$ cat config.mk
export PLATFORM = sky130hd
export DESIGN_NAME = mem_load_responder
export DESIGN_NICKNAME = d
export VERILOG_FILES = /design/src/rtl/mem_pkg.sv /design/src/rtl/mem_req_fifo.sv /design/src/rtl/mem_load_responder.sv
export SDC_FILE = /design/constraint.sdc
export NUM_CORES = 2
export LEC_CHECK = 0
export CAP_MARGIN = 10
export CORE_MARGIN = 1
export CORE_UTILIZATION = 60
export CTS_CLUSTER_DIAMETER = 200
export DETAILED_ROUTE_END_ITERATION = 7
export HOLD_SLACK_MARGIN = 0.1
export PLACE_DENSITY = 0.8
export SYNTH_ARGS = -nofsm -noshare
export SYNTH_HDL_FRONTEND = slang
export SYNTH_SLANG_ARGS = --single-unit
$ cat constraint.sdc
create_clock -name clk_in -period 7.9 [get_ports clk_in]
set_input_delay 2.37 -clock clk_in [delete_from_list [all_inputs] [get_ports clk_in]]
set_output_delay 2.37 -clock clk_in [all_outputs]
set_load 0.02 [all_outputs]
$ cat src/rtl/mem_pkg.sv
// Shared types and sizes for the backend load path (request/response records, tag width).
// Latency: n/a (types and a combinational helper only).
// Backpressure: n/a.
package mem_pkg;

  localparam int WORD_SIZE = 64;
  localparam int LQ_SIZE   = 16;
  localparam int TAG_W     = $clog2(LQ_SIZE);

  typedef logic [TAG_W-1:0] tag_t;

  typedef struct packed {
    logic [WORD_SIZE-1:0] addr;
    tag_t                 tag;
  } mem_req_t;

  typedef struct packed {
    logic [WORD_SIZE-1:0] data;
    tag_t                 tag;
  } mem_resp_t;

  // Number of set bits in a tag bitmap; result is wide enough for all tags set.
  function automatic logic [TAG_W:0] count_tags(input logic [LQ_SIZE-1:0] bits);
    logic [TAG_W:0] n;
    n = '0;
    for (int i = 0; i < LQ_SIZE; i++) begin
      n = n + {{TAG_W{1'b0}}, bits[i]};
    end
    return n;
  endfunction

endpackage

$ cat src/rtl/mem_req_fifo.sv
// Synchronous FIFO with wrap-around pointers, occupancy count and a registered head entry.
// Latency: a push into an empty FIFO is visible at the head on the next cycle.
// Backpressure: pushes are ignored when full; clear empties it and overrides push/pop that cycle.
module mem_req_fifo #(
  parameter int WIDTH = 8,
  parameter int DEPTH = 16
) (
  input  logic             clk,
  input  logic             rst_n,
  input  logic             clear,
  input  logic             push_vld,
  input  logic [WIDTH-1:0] push_dat,
  input  logic             pop,
  output logic             head_vld,
  output logic [WIDTH-1:0] head_dat,
  output logic             full
);

  // DEPTH must be at least 2 so the pointers have at least one bit.
  localparam int PTR_W = $clog2(DEPTH);
  localparam logic [PTR_W:0] FULL_CNT = (PTR_W+1)'(DEPTH);
  localparam logic [PTR_W:0] ONE_CNT  = (PTR_W+1)'(1);

  logic [WIDTH-1:0] mem [DEPTH];
  logic [PTR_W-1:0] wr_ptr;
  logic [PTR_W-1:0] rd_ptr;
  logic [PTR_W:0]   count_q;
  logic [WIDTH-1:0] head_q;
  logic             do_push;
  logic             do_pop;

  // Pointers wrap explicitly so DEPTH need not be a power of two.
  function automatic logic [PTR_W-1:0] ptr_inc(input logic [PTR_W-1:0] p);
    return (p == PTR_W'(DEPTH-1)) ? '0 : p + 1'b1;
  endfunction

  assign head_vld = (count_q != '0);
  assign full     = (count_q == FULL_CNT);
  assign head_dat = head_q;
  assign do_push  = push_vld && !full && !clear;
  assign do_pop   = pop && head_vld && !clear;

  // Storage array: written on push only, no reset needed.
  always_ff @(posedge clk) begin
    if (do_push) mem[wr_ptr] <= push_dat;
  end

  // Pointers, occupancy and the head copy that feeds the output port.
  always_ff @(posedge clk or negedge rst_n) begin
    if (!rst_n) begin
      wr_ptr  <= '0;
      rd_ptr  <= '0;
      count_q <= '0;
      head_q  <= '0;
    end else if (clear) begin
      wr_ptr  <= '0;
      rd_ptr  <= '0;
      count_q <= '0;
    end else begin
      if (do_push) wr_ptr <= ptr_inc(wr_ptr);
      if (do_pop)  rd_ptr <= ptr_inc(rd_ptr);
      case ({do_push, do_pop})
        2'b10:   count_q <= count_q + ONE_CNT;
        2'b01:   count_q <= count_q - ONE_CNT;
        default: ;
      endcase
      // Head only moves on pop or on a push into an empty FIFO, so it stays stable while stalled.
      if (do_pop) begin
        if (count_q > ONE_CNT) head_q <= mem[ptr_inc(rd_ptr)];
        else if (do_push)      head_q <= push_dat;
      end else if (do_push && !head_vld) begin
        head_q <= push_dat;
      end
    end
  end

endmodule

$ cat src/rtl/mem_load_responder.sv
// Memory-side load endpoint: queues tagged loads, issues them to the data cache, returns tagged data.
// Latency: request -> dc_req_valid_out next cycle; cache response -> resp_valid_out next cycle.
// Backpressure: none toward the backend (drops flagged in err_out); cache port stalls on dc_req_ready_in.
module mem_load_responder
  import mem_pkg::*;
(
  input  logic                 clk_in,
  input  logic                 rst_N_in,
  input  logic                 flush_in,
  input  logic                 req_valid_in,
  input  logic [WORD_SIZE-1:0] req_addr_in,
  input  logic [TAG_W-1:0]     req_tag_in,
  output logic                 dc_req_valid_out,
  input  logic                 dc_req_ready_in,
  output logic [WORD_SIZE-1:0] dc_req_addr_out,
  output logic [TAG_W-1:0]     dc_req_id_out,
  input  logic                 dc_resp_valid_in,
  input  logic [WORD_SIZE-1:0] dc_resp_data_in,
  input  logic [TAG_W-1:0]     dc_resp_id_in,
  output logic                 resp_valid_out,
  output logic [WORD_SIZE-1:0] resp_data_out,
  output logic [TAG_W-1:0]     resp_tag_out,
  output logic [TAG_W:0]       outstanding_out,
  output logic                 idle_out,
  output logic [2:0]           err_out
);

  mem_req_t           push_req;
  mem_req_t           head_req;
  logic               fifo_vld;
  logic               fifo_full;
  logic               fifo_pop;
  logic               accept;

  // live: allocated and not squashed; issued: live tags already handed to the cache;
  // squashed: flushed tags whose cache response is still owed.
  logic [LQ_SIZE-1:0] live_q, live_d, live_free;
  logic [LQ_SIZE-1:0] squashed_q, squashed_d, sq_free;
  logic [LQ_SIZE-1:0] issued_q, issued_d, issued_now;
  logic [LQ_SIZE-1:0] resp_oh, pop_oh, req_oh;
  logic               spurious, dup_tag, overflow, deliver;
  logic [2:0]         err_q;
  mem_resp_t          resp_q;
  logic               resp_vld_q;

  assign push_req = '{addr: req_addr_in, tag: req_tag_in};
  assign fifo_pop = fifo_vld && dc_req_ready_in;

  mem_req_fifo #(
    .WIDTH ($bits(mem_req_t)),
    .DEPTH (LQ_SIZE)
  ) u_req_fifo (
    .clk      (clk_in),
    .rst_n    (rst_N_in),
    .clear    (flush_in),
    .push_vld (accept),
    .push_dat (push_req),
    .pop      (fifo_pop),
    .head_vld (fifo_vld),
    .head_dat (head_req),
    .full     (fifo_full)
  );

  // Tag bookkeeping: response frees first, then the new request allocates; flush squashes.
  always_comb begin
    resp_oh = '0;
    pop_oh  = '0;
    req_oh  = '0;
    if (dc_resp_valid_in) resp_oh[dc_resp_id_in] = 1'b1;
    if (fifo_pop)         pop_oh[head_req.tag]   = 1'b1;
    req_oh[req_tag_in] = 1'b1;

    spurious  = dc_resp_valid_in && !live_q[dc_resp_id_in] && !squashed_q[dc_resp_id_in];
    deliver   = dc_resp_valid_in && live_q[dc_resp_id_in] && !flush_in;
    live_free = live_q & ~resp_oh;
    sq_free   = squashed_q & ~resp_oh;

    dup_tag  = req_valid_in && !flush_in && (live_free[req_tag_in] || sq_free[req_tag_in]);
    overflow = req_valid_in && !flush_in && !dup_tag && fifo_full;
    accept   = req_valid_in && !flush_in && !dup_tag && !fifo_full;

    // A handshake completing this cycle counts as issued, so a flush now squashes it.
    issued_now = (issued_q | pop_oh) & ~resp_oh;

    if (flush_in) begin
      live_d     = '0;
      squashed_d = sq_free | (live_free & issued_now);
      issued_d   = '0;
    end else begin
      live_d     = live_free | (accept ? req_oh : '0);
      squashed_d = sq_free;
      issued_d   = issued_now;
    end
  end

  // Bitmaps and sticky error flags.
  always_ff @(posedge clk_in or negedge rst_N_in) begin
    if (!rst_N_in) begin
      live_q     <= '0;
      squashed_q <= '0;
      issued_q   <= '0;
      err_q      <= '0;
    end else begin
      live_q     <= live_d;
      squashed_q <= squashed_d;
      issued_q   <= issued_d;
      err_q      <= err_q | {spurious, dup_tag, overflow};
    end
  end

  // One-cycle response pulse toward the backend; payload only loads on a delivered response.
  always_ff @(posedge clk_in or negedge rst_N_in) begin
    if (!rst_N_in) begin
      resp_vld_q <= 1'b0;
      resp_q     <= '0;
    end else begin
      resp_vld_q <= deliver;
      if (deliver) resp_q <= '{data: dc_resp_data_in, tag: dc_resp_id_in};
    end
  end

  assign dc_req_valid_out = fifo_vld;
  assign dc_req_addr_out  = head_req.addr;
  assign dc_req_id_out    = head_req.tag;
  assign resp_valid_out   = resp_vld_q;
  assign resp_data_out    = resp_q.data;
  assign resp_tag_out     = resp_q.tag;
  assign outstanding_out  = count_tags(live_q);
  assign idle_out         = !fifo_vld && (live_q == '0) && (squashed_q == '0);
  assign err_out          = err_q;

endmodule

==> impl_metrics.csv <==
group,metric,value,unit
cts,clockBufferDepth,3,
pwr,power.density,319.8,nW/um^2
worst_setup_path,cp_max_fo,5,
grt,grt_start_max_net_pins,152,
layout,areaGrowthSynthToFinish,17.08,%
worst_setup_path,r2r_cells,8,
layout,drive_gt1_share,20.05,%
layout,nNetsFinal,3268,
layout,fin_cells,4346,
sta,finalSetupTns,0,ns
synth,synth_fa_ha_area_share,0.7364,%
pwr,ir_drop,438.8,uV
worst_setup_path,endpoint_kind,"output port",
cts,cts_resized,0,
synth,synthSimpleGateAreaFrac,4.679,%
cts,cts_made_buffers,121,
worst_setup_path,reg2reg_slack,3.75,ns
synth,synth_edf_count,1088,
sta,rsz0062_at_grt,"false",
cts,worst_skew_pair.late_latency,0.71,ns
cts,holdBufCountCts,0,
drt,wl_per_cell,29.58,um
drt,wl,128.5,mm
worst_setup_path,crit_required,5.53,ns
grt,grt_usage,30.24,%
worst_setup_path,r2r_start,"u_req_fifo.rd_ptr[0]$_DFFE_PN0P_",
sta,tightest_slew,1.165,ns
synth,synthCells,2791,
drt,vias_per_cell,6.606,
sta,fin_crit_sh,92.56,%
synth,synth.top_cell.area_share,64.10,%
synth,synth_seq_area_share,73.96,%
drt,dr.pass1.iters,6,
hold_path,hp-class,"reg2reg",
hold_path,min_to,"resp_data_out[4]$_DFFE_PN0P_",
synth,synth_xor_area_share,0.1473,%
floorplanning,fp.dieArea,86120,sq um
synth,post-synth-top-area-cell,"edfxtp_1",
floorplanning,core-area,83820,sq um
sta,setup_viol,0,
synth,synth_area_leaders,"edfxtp_1 64%, mux4_2 12%, dfrtp_1 9.9%",
sta,finalMaxSlewViolations,0,
outcome,status,"finished clean",
sta,hold_viol_final,0,
worst_setup_path,reg2reg_to,"u_req_fifo.head_dat[34]$_DFFE_PN0P_",
synth,synth_mux_area_share,15.57,%
worst_setup_path,critPathKind,"reg2out",
job,cap_violations,0,
drt,drt_iter0_markers,3544,
cts,clkSlewWorstSetupHoldPaths,0.06,ns
synth,synth_cell_types,62,
synth,synthTopCellsByCount,"1,088 x edfxtp_1, 354 x nand2_1, 282 x mux4_2",
placement,dpl.hpwl,69.08,mm
floorplanning,boundaryPins,289,
hold_path,hp-start,"resp_data_out[4]$_DFFE_PN0P_",
synth,synthArstFlopShare,15.59,%
floorplanning,die-width,293.5,um
synth,syn_area,50970,sq um
floorplanning,core.rowCount,106,
synth,synth_compound_area_share,3.427,%
placement,place.gp.congestion,0.9589,
cts,cts_max_level,3,
grt,grt_first_pass_wirelength,190.1,mm
cts,cts_sinks,1289,
synth,avgSynthCellArea,18.26,sq um
sta,clock_skew,0.02998,ns
sta,max_slew_margin,22.33,%
drt,num_vias,28711,
worst_setup_path,startpoint_type,"flip-flop",
floorplanning,start_util,60.81,%
synth,synth_top_family_by_area,"multiplexers",
grt,grt.overflow.total,0,
sta,fmax,136.8,MHz
cts,cts_tree,"yes",
synth,yosysWarnings,0,
drt,remaining_drc_errors,0,
grt,grt_pass1_vias,29444,
placement,portBuffers,288,
synth,synth.most_common_cell,"edfxtp_1",
synth,synth_flop_cell,"edfxtp_1",
floorplanning,die_h,293.5,um
sta,fin_crit,7.313,ns
cts,cts_setup_buffers,0,
cts,clockRootBuffer,"clkbuf_16",
synth,syn_nets,2957,
grt,antenna_found_initial,6,
hold_path,worstHoldPathCells,2,
drt,antenna_left,0,
pwr,power_leakage,0.02043,uW
worst_setup_path,arrival,4.94,ns
synth,synth-seq-cells,1289,
placement,place_inst,4112,
power breakdown:
part	internal, uW	leakage, uW	switching, uW
combinational	2460	0.00594	2610
clock	3640	0.00207	2550
sequential	7630	0.0124	192
total	13700	0.0204	5350
critical path: stages, from the launching register on:
cell	delay [ns]
dfrtp_1	0.48
inv_1	0.10
fa_1	0.54
inv_1	0.05
fa_1	0.47
fa_1	0.49
inv_1	0.05
fa_1	0.43
inv_1	0.07
ha_1	0.17
inv_1	0.07
fa_1	0.47
nor2b_1	0.13
o21a_1	0.12
clkdlybuf4s50_1	0.60
flip-flops by register name, summed over array words and instances (netlist names), 4 cells and up:
register,cells
u_req_fifo.mem,1088
u_req_fifo.count_q,5
u_req_fifo.wr_ptr,4
u_req_fifo.rd_ptr,4
squashed_q,16
u_req_fifo.head_dat,68
live_q,16
resp_tag_out,4
issued_q,16
resp_data_out,64
placed cells by master (no fill, tap or decap), types with 16 or more instances in the layout:
| cell | Yosys | routed |
|---|---|---|
| mux2_2 | 51 | 51 |
| edfxtp_1 | 1088 | 1088 |
| buf_4 | 0 | 35 |
| buf_12 | 0 | 18 |
| nand3_1 | 22 | 21 |
| clkinv_2 | 0 | 19 |
| dfrtp_1 | 201 | 201 |
| o21ai_0 | 77 | 77 |
| bufinv_16 | 0 | 21 |
| a31oi_1 | 32 | 31 |
| clkbuf_16 | 0 | 123 |
| clkdlybuf4s50_1 | 0 | 286 |
| mux2i_1 | 69 | 69 |
| nor2_1 | 93 | 93 |
| and2_4 | 0 | 16 |
| mux4_2 | 282 | 282 |
| mux2_4 | 20 | 20 |
| inv_1 | 31 | 31 |
| clkinv_1 | 2 | 22 |
| a21oi_1 | 126 | 126 |
| nand2_1 | 354 | 351 |
worst max-delay path by stage:
stage | startpoint | endpoint | slack, ns | cells after the start
final | live_q[5]$_DFF_PN0_ | outstanding_out[4] | 0.59 | 14
after global routing | live_q[5]$_DFF_PN0_ | outstanding_out[4] | 0.38 | 14
after CTS | live_q[5]$_DFF_PN0_ | outstanding_out[4] | 0.55 | 14
after detailed placement | dc_resp_id_in[1] | u_req_fifo.mem[0][28]$_DFFE_PP_ | 0.97 | 11
after global placement | dc_resp_id_in[1] | u_req_fifo.mem[0][18]$_DFFE_PP_ | 1.10 | 11
after floorplan | dc_resp_id_in[0] | u_req_fifo.mem[0][0]$_DFFE_PP_ | 1.51 | 12
kinds of logic after synthesis:
family / count (synthesis)
DFF: 1289
and+or+nand+nor: 559
muxes: 424
AOI/OAI and AO/OA: 302
buffers and inverters: 186
adders and majority gates: 24
xor gates and xnor gates: 7
metrics by stage:
stage,util (%),setup WS [ns],power [uW],instance area [sq um],hold slack (ns)
finish,71.20,0.5874,19080,59680,0.4766
global route,71.19,0.3834,19690,59670,0.5065
CTS,71.16,0.5467,19170,59650,0.4792
detailed placement,66.05,0.9732,12920,55360,0.4663
global placement,66.05,1.097,12820,55360,0.4462
floorplan,-,1.507,11350,50970,0.4951
final cells by class:
type | count | area (sq um)
tap | 1134 | 1419
clock buffer | 147 | 3278
antenna | 5 | 12.51
fill | 4817 | 24140
clock inverter | 81 | 1003
timing repair buffer | 341 | 3506
inverter | 33 | 123.9
sequential | 1289 | 37700
multi-input combinational | 1316 | 12630
metal layers:
layer | global-route usage (%) | routed length [um] | vias up
met1 | 41.66 | 47990 | 14732
li1 | - | - | 11579
met4 | 10.54 | 4307 | 2
met5 | 0 | 13 | -
met3 | 5.303 | 13220 | 311
met2 | 49.41 | 63000 | 2087
Power figures use the tool's default switching activity.
